## src/rtl/pipeline_hazard_ctrl_pkg.sv

```systemverilog
// Shared types and constants for the pipeline hazard controller.
// Holds the FSM state encoding, the stage-control bundle and the advance rule helper.
package pipeline_hazard_ctrl_pkg;

  localparam int MEM_TIMEOUT_DEF = 16;
  localparam int REG_W           = 3;

  typedef enum logic [1:0] {
    ST_RUN,
    ST_MEM_WAIT,
    ST_HALTED
  } state_e;

  typedef struct packed {
    logic pc_write;
    logic if_id_write;
    logic id_ex_write;
    logic ex_mem_write;
    logic if_id_flush;
    logic id_ex_flush;
  } ctrl_t;

  // Stage enables once memory is not holding the pipe: branch beats load-use.
  function automatic ctrl_t advance(input logic branch_taken, input logic load_use);
    ctrl_t c;
    c = '{pc_write: 1'b1, if_id_write: 1'b1, id_ex_write: 1'b1, ex_mem_write: 1'b1,
          if_id_flush: 1'b0, id_ex_flush: 1'b0};
    if (branch_taken) begin
      c.if_id_flush = 1'b1;
      c.id_ex_flush = 1'b1;
    end else if (load_use) begin
      c.pc_write    = 1'b0;
      c.if_id_write = 1'b0;
      c.id_ex_flush = 1'b1;
    end
    return c;
  endfunction

endpackage

```

## src/rtl/pipeline_hazard_ctrl_load_use_detect.sv

```systemverilog
// Detects a load in EX whose destination feeds a source operand of the instruction in ID.
module load_use_detect
  import pipeline_hazard_ctrl_pkg::*;
(
  input  logic [REG_W-1:0] id_rs1,
  input  logic [REG_W-1:0] id_rs2,
  input  logic [REG_W-1:0] id_ex_rd,
  input  logic             id_ex_memread,
  output logic             load_use
);

  // Register 0 is hardwired, so a load targeting it never creates a dependency.
  assign load_use = id_ex_memread && (id_ex_rd != '0) &&
                    ((id_ex_rd == id_rs1) || (id_ex_rd == id_rs2));

endmodule

```

## src/rtl/pipeline_hazard_ctrl.sv

```systemverilog
// Stall/flush/halt controller for a 5-stage pipeline: load-use, branch flush,
// data-memory wait with timeout fault, and WB halt.
module pipeline_hazard_ctrl
  import pipeline_hazard_ctrl_pkg::*;
#(
  parameter int MEM_TIMEOUT = MEM_TIMEOUT_DEF
) (
  input  logic             clk,
  input  logic             rst,
  input  logic [REG_W-1:0] id_rs1,
  input  logic [REG_W-1:0] id_rs2,
  input  logic [REG_W-1:0] id_ex_rd,
  input  logic             id_ex_memread,
  input  logic             branch_taken,
  input  logic             mem_req,
  input  logic             mem_ready,
  input  logic             wb_halt,
  output logic             pc_write,
  output logic             if_id_write,
  output logic             id_ex_write,
  output logic             ex_mem_write,
  output logic             if_id_flush,
  output logic             id_ex_flush,
  output logic             halted,
  output logic             mem_timeout,
  output logic [15:0]      stall_cycles
);

  localparam int                WAIT_W    = $clog2(MEM_TIMEOUT) + 1;
  localparam logic [WAIT_W-1:0] WAIT_LAST = WAIT_W'(MEM_TIMEOUT - 1);

  state_e            state_q, state_d;
  logic [WAIT_W-1:0] wait_cnt_q, wait_cnt_d;
  logic [15:0]       stall_q, stall_d;
  logic              timeout_q, timeout_d;
  logic              load_use;
  ctrl_t             ctrl;

  load_use_detect u_load_use_detect (
    .id_rs1        (id_rs1),
    .id_rs2        (id_rs2),
    .id_ex_rd      (id_ex_rd),
    .id_ex_memread (id_ex_memread),
    .load_use      (load_use)
  );

  always_comb begin
    ctrl       = '0;
    state_d    = state_q;
    wait_cnt_d = wait_cnt_q;
    timeout_d  = timeout_q;
    stall_d    = stall_q;

    case (state_q)
      ST_RUN: begin
        if (mem_req && !mem_ready) state_d = ST_MEM_WAIT;
        else                       ctrl    = advance(branch_taken, load_use);
      end
      ST_MEM_WAIT: begin
        if (!mem_ready) begin
          if (wait_cnt_q == WAIT_LAST) begin
            state_d   = ST_HALTED;
            timeout_d = 1'b1;
          end else begin
            wait_cnt_d = wait_cnt_q + WAIT_W'(1);
          end
        end else begin
          ctrl       = advance(branch_taken, load_use);
          state_d    = ST_RUN;
          wait_cnt_d = '0;
        end
      end
      default: ;
    endcase

    // A HALT reaching WB wins over every other transition; this cycle's enables stand.
    if (wb_halt && state_q != ST_HALTED) state_d = ST_HALTED;

    if (state_q != ST_HALTED && !ctrl.pc_write && stall_q != 16'hFFFF)
      stall_d = stall_q + 16'd1;
  end

  always_ff @(posedge clk) begin
    if (rst) begin
      state_q    <= ST_RUN;
      wait_cnt_q <= '0;
      stall_q    <= '0;
      timeout_q  <= 1'b0;
    end else begin
      state_q    <= state_d;
      wait_cnt_q <= wait_cnt_d;
      stall_q    <= stall_d;
      timeout_q  <= timeout_d;
    end
  end

  assign pc_write     = ctrl.pc_write;
  assign if_id_write  = ctrl.if_id_write;
  assign id_ex_write  = ctrl.id_ex_write;
  assign ex_mem_write = ctrl.ex_mem_write;
  assign if_id_flush  = ctrl.if_id_flush;
  assign id_ex_flush  = ctrl.id_ex_flush;
  assign halted       = (state_q == ST_HALTED);
  assign mem_timeout  = timeout_q;
  assign stall_cycles = stall_q;

endmodule

```

## config.mk

```make
export PLATFORM = sky130hd
export DESIGN_NAME = pipeline_hazard_ctrl
export DESIGN_NICKNAME = d
export VERILOG_FILES = /design/src/rtl/pipeline_hazard_ctrl_pkg.sv /design/src/rtl/pipeline_hazard_ctrl_load_use_detect.sv /design/src/rtl/pipeline_hazard_ctrl.sv
export SDC_FILE = /design/constraint.sdc
export NUM_CORES = 1
export LEC_CHECK = 0
export CORE_UTILIZATION = 47
export CTS_CLUSTER_SIZE = 14
export DETAILED_ROUTE_END_ITERATION = 12
export PLACE_DENSITY = 0.79
export RECOVER_POWER = 25
export SETUP_SLACK_MARGIN = 0.05
export SLEW_MARGIN = 40
export SYNTH_ARGS = -nofsm -noshare
export SYNTH_HDL_FRONTEND = slang
export SYNTH_SLANG_ARGS = --single-unit
```

## constraint.sdc

```tcl
create_clock -name clk -period 2.2 [get_ports clk]
set_input_delay 0.44 -clock clk [delete_from_list [all_inputs] [get_ports clk]]
set_output_delay 0.44 -clock clk [all_outputs]
set_load 0.01 [all_outputs]
```

Word-level counts from Yosys, hierarchy flattened
Cells that the tools add are included.

Bits in registers: 24. Input port bits: 16. Output and inout bits: 24.

Add/subtract/negate cells: 2. Eq/ne operators: 12. Mux-type cells: 15. Bitwise operators: 1. Reductions and logical operators: 18.

Operators with widths (count): adder 16 x 1 -> 16 bit, second input constant (1); inequality test 16 bit, second input constant (1); two-way mux 2 bit (6); two-way mux 6 bit (2); one-hot mux 6 bit (2 select lines) (1); two-way mux 5 bit (2); AND reduction 3 bit (3); equality test 3 bit (2); logical AND 1 bit (6); inequality test 2 bit, second input constant (3); inequality test 3 bit, second input constant (2); nonzero test 3 bit (2); adder 5 x 1 -> 5 bit, second input constant (1); equality test 5 x 4 -> 1 bit, second input constant (1); inequality test 4 bit, second input constant (1); one-hot mux 2 bit (2 select lines) (1); two-way mux 1 bit (3); equality test 2 x 1 -> 1 bit, second input constant (1); equality test 2 bit, second input constant (1); logical NOT 1 bit (2); logical NOT 2 bit (1); AND reduction 2 bit (1); nonzero test 2 bit (1); OR reduction 2 bit (1); 2 further kinds (2).

Longest topological paths before layout
Word-level depth: 10. Mapped depth: 8. Mapped depth without buffers: 8.

By module
Synthesis repeated with hierarchy kept, for this count alone.

Cell total of the unflattened synthesis: 173. Area total of the unflattened synthesis: 1407.6 sq um.

By module, submodules not included: pipeline_hazard_ctrl (instances 1, cells each 163, area each 1332.5 sq um, sequential area each 480.5 sq um); load_use_detect (instances 1, cells each 10, area each 75.1 sq um, sequential area each 0.0 sq um).

Worst setup path after synthesis
OpenSTA, ideal clock, no wires.

Path type: register to output. From: register state_q[0]. To: output pc_write. Data arrival time: 1.689 ns. Required time: 1.760 ns. Slack: 0.071 ns. Cell stages (with the launch flop): 8. Cells stage by stage: dfxtp_1 > buf_2 > nor2_1 > nor2_1 > nor2_1 > clkbuf_1 > and2_1 > buf_4.

Longest elaborated chain between the ends: 2. Elaborated cells on any way between the ends: 3. Classes of those cells: eq/ne: 1; mux: 1; reduce/logical: 1.

Ends and longest elaborated chain: start, declared (line pipeline_hazard_ctrl.sv:32) `state_e state_q, state_d;`; start signal, assigned (line pipeline_hazard_ctrl.sv:90) `state_q <= state_d;`; equality test 2 x 1 -> 1 bit / logical NOT 2 bit (equally long branches) (line pipeline_hazard_ctrl.sv:54) `case (state_q)`; one-hot mux 6 bit (2 select lines) * (line pipeline_hazard_ctrl.sv:54); end, declared (line pipeline_hazard_ctrl.sv:18) `output logic pc_write,`.

Mark *: on every way between the ends. The rest lies on a longest branch, timed or not.

Worst setup path in the final report
From: input mem_req. To: output ex_mem_write.

Longest elaborated chain between the ends: 3.

Ends and longest elaborated chain: start, declared (line pipeline_hazard_ctrl.sv:15) `input logic mem_req,`; logical AND 1 bit (line pipeline_hazard_ctrl.sv:56) `if (mem_req && !mem_ready) state_d = ST_MEM_WAIT;`; two-way mux 6 bit (line pipeline_hazard_ctrl.sv:56); one-hot mux 6 bit (2 select lines) (line pipeline_hazard_ctrl.sv:54); end, declared (line pipeline_hazard_ctrl.sv:21) `output logic ex_mem_write,`.

No other way between the ends.

==> impl_metrics.env <==
export IMPL_die_width_um=56.3
export IMPL_fin_area_um2=2060
export IMPL_final_nets=240
export IMPL_synth_edf_count=0
export IMPL_fillers=207
export IMPL_dr_pass1_iters=4
export IMPL_slowest_delay_ns=0.48
export IMPL_rows=19
export IMPL_cts_hold_buf=0
export IMPL_worst_ep_required_time_ns=1.76
export IMPL_ff2ff_setup_slack_ns=0.22
export IMPL_antenna_found_initial=0
export IMPL_tightest_slew_ns=0.582
export IMPL_maxCapViolations=0
export IMPL_drt_iter0_markers=30
export IMPL_slew_viol_final=0
export IMPL_syn_to_final_growth_pct=48.8
export IMPL_drive_gt1_share_pct=22.7
export IMPL_setup_viol=0
export IMPL_grt_usage_pct=21.7
export IMPL_wire_per_inst_um=13.7
export IMPL_critical_path_top_delay_family="buffers and inverters"
export IMPL_grt_pass1_vias=1331
export IMPL_crit_cells=7
export IMPL_netlist_area_um2=1390
export IMPL_cts_root_buf="clkbuf_4"
export IMPL_post_route_period_util_pct=94.3
export IMPL_dieHeight_um=56.3
export IMPL_yosys_area_top_type_share_pct=34.7
export IMPL_start_util_pct=49.8
export IMPL_seq_area_frac_synth_pct=34.7
export IMPL_numCtsBuffers=3
export IMPL_grt_pass1_wl_mm=5.56
export IMPL_startpoint_type="primary input"
export IMPL_finalClockSkew_ns=0.0103
export IMPL_peakVddDrop_v=0.000572
export IMPL_worstSetupEndpointType="output port"
export IMPL_grt_busiest_layer="met2"
export IMPL_power_uw=963
export IMPL_place_hpwl_mm=2.53
export IMPL_rr_worst_depth=7
export IMPL_path_cells="clkdlybuf4s50_1, nor2_1, nor2_1, nor2_1, buf_4, buf_4, dlygate4sd2_1"
export IMPL_synthArstFlopShare_pct=0
export IMPL_crit_path_frequent_cell="nor2_1"
export IMPL_drcViolationCount=0
export IMPL_use_met2_pct=41.3
export IMPL_grt_overflow_total=0
export IMPL_hp_class="register to register"
export IMPL_grtUsageMet3_pct=3.69
export IMPL_gp_congestion=0.769
export IMPL_grt_max_degree=17
export IMPL_ys_warn_count=0
export IMPL_holdPathEnd="mem_timeout$_SDFFE_PP0P_"
export IMPL_yosys_most_used_dff="dfxtp_1"
export IMPL_io_buffers=39
export IMPL_rsz0062_at_grt="false"
export IMPL_p_leak_uw=0.000847
export IMPL_ys_top_cells_by_count="31 x nor2_1, 24 x dfxtp_1, 9 x xnor2_1"
export IMPL_hold_slack_ns=0.478
export IMPL_synth_net_count=180
export IMPL_insertion_delay_ns=0.31
export IMPL_avgSynthCellArea_um2=8.60
export IMPL_worstSetupPathType="primary input to output port"
export IMPL_powerDensity_nw_per_um2=467
export IMPL_grt_met1_usage_pct=24.1
export IMPL_dieArea_um2=3170
export IMPL_max_freq_mhz=482
export IMPL_ant_nets=0
export IMPL_cts_sinks=24
export IMPL_cts_tree="built"
export IMPL_min_delay_start="mem_timeout$_SDFFE_PP0P_"
export IMPL_hold_path_depth=2
export IMPL_synth_most_common_cell="nor2_1"
export IMPL_via_per_inst=5.43
export IMPL_crit_fanout=7
export IMPL_yosysTopAreaCell="dfxtp_1"
export IMPL_netlist_instances=161
export IMPL_r2r_end="stall_cycles[9]$_SDFFE_PP0P_"
export IMPL_status="complete, no violations"
export IMPL_timing_slew_headroom_pct=61.1
export IMPL_crit_slowest_cell="clkdlybuf4s50_1"
export IMPL_cp_arrival_ns=1.63
export IMPL_critPathBufInv=4
export IMPL_synthDistinctLibCells=43
export IMPL_finalHoldViolCount=0
export IMPL_place_area_um2=1920
export IMPL_ios=40
export IMPL_cts_buffer_depth=2
export IMPL_synthTopCellsByArea="dfxtp_1 35%, nor2_1 8.4%, xnor2_1 5.7%, a2111oi_2 4.3%, xor2_1 3.8%"
export IMPL_wirelength_mm=3.43
export IMPL_rr_startpoint="stall_cycles[3]$_SDFFE_PP0P_"
export IMPL_core_area_um2=2780
export IMPL_ys_ff_latch=24
export IMPL_antenna_cells=0
export IMPL_via_count=1363
export IMPL_cts_htree_levels=1
export IMPL_clk_pin_slew_ns=0.14
export IMPL_period_minus_slack_ns=2.07
==> through the flow <==
stage / TNS [ns] / std cells / utilization (%) / worst slack [ns]
6_report: 0 / 251 / 74.1 / 0.126
4_1_cts: 0 / 248 / 71.5 / 0.0166
2_1_floorplan: 0 / 161 / - / 0.0705
5_1_grt: 0 / 251 / 74.1 / 0.0619
3_3_place_gp: -4.02 / 242 / 69.0 / -0.357
3_5_place_dp: -6.17 / 242 / 69.0 / -0.488
==> layout make-up <==
cell class	count	area (um2)	area share (%)
Clock buffer	3	22.5	1.09
Sequential cell	24	480	23.3
Multi-Input combinational cell	122	885	42.9
Timing Repair Buffer	64	582	28.2
Clock inverter	1	30.0	1.46
Tap cell	31	38.8	1.88
Inverter	6	22.5	1.09
==> cells in the final DEF (no fill, tap or decap), types with 3 or more instances in the layout <==
master | netlist | final
a211oi_1 | 3 | 3
a21oi_1 | 8 | 8
nor2_1 | 31 | 31
nand2b_1 | 3 | 3
nand3_1 | 7 | 7
dlygate4sd3_1 | 0 | 8
xnor2_1 | 9 | 9
a2111oi_2 | 4 | 3
nand2_1 | 4 | 4
xor2_1 | 6 | 5
nor2b_1 | 4 | 4
dfxtp_1 | 24 | 24
clkdlybuf4s50_1 | 0 | 16
mux2_1 | 3 | 3
dlygate4sd2_1 | 0 | 5
inv_1 | 6 | 6
buf_4 | 3 | 25
o21ai_0 | 3 | 3
ha_1 | 3 | 3
clkbuf_4 | 0 | 3
dlymetal6s2s_1 | 0 | 5
==> cells by family after synthesis <==
family | after synthesis | share of synthesized area, %
AND/OR/NAND/NOR | 67 | 23.8
AO/OA/AOI/OAI | 33 | 21.1
flip-flops | 24 | 34.7
XOR/XNOR | 15 | 9.49
buffers and inverters | 15 | 4.97
multiplexers | 4 | 3.16
adder cells (fa/ha/maj) | 3 | 2.71
==> registers in the layout, indices dropped and copies added (netlist names) <==
| name | flops |
|---|---|
| wait_cnt_q | 5 |
| stall_cycles | 16 |
| mem_timeout | 1 |
| state_q | 2 |
==> report_power, final <==
group	switching, uW	internal, uW
Combinational	94.3	104
Clock	131	184
Sequential	6.92	442
Total	233	730
==> routing by layer <==
layer | vias up | part of all wire, % | wire length (um)
li1 | 687 | - | -
met1 | 631 | 41 | 1390
met2 | 41 | 53 | 1820
met3 | 4 | 5.5 | 190
met4 | 0 | 0.73 | 25
met5 | - | 0 | 0
==> worst max-delay path by stage <==
stage / startpoint / to
floorplan: state_q[0]$_SDFFE_PP0P_ / pc_write
global placement: id_ex_rd[1] / id_ex_flush
detailed placement: id_ex_rd[1] / id_ex_flush
CTS: id_rs2[0] / if_id_write
global route: id_ex_rd[0] / if_id_write
finish: mem_req / ex_mem_write
==> what timing repair did <==
| action | CTS | global route |
|---|---|---|
| resized for setup | 25 | 11 |
| buffers inserted | 2 | 3 |
| pin swaps | 4 | 6 |
| endpoints found under the setup margin | 12 | 10 |
==> worst reg2reg max path: stages, from the launching register on <==
cell	delay [ns]
dfxtp_1	0.43
and4_1	0.27
nand2_2	0.13
o32ai_4	0.36
buf_4	0.21
a211oi_4	0.05
nand4_1	0.12
mux2_1	0.32
Power figures use the tool's default switching activity.
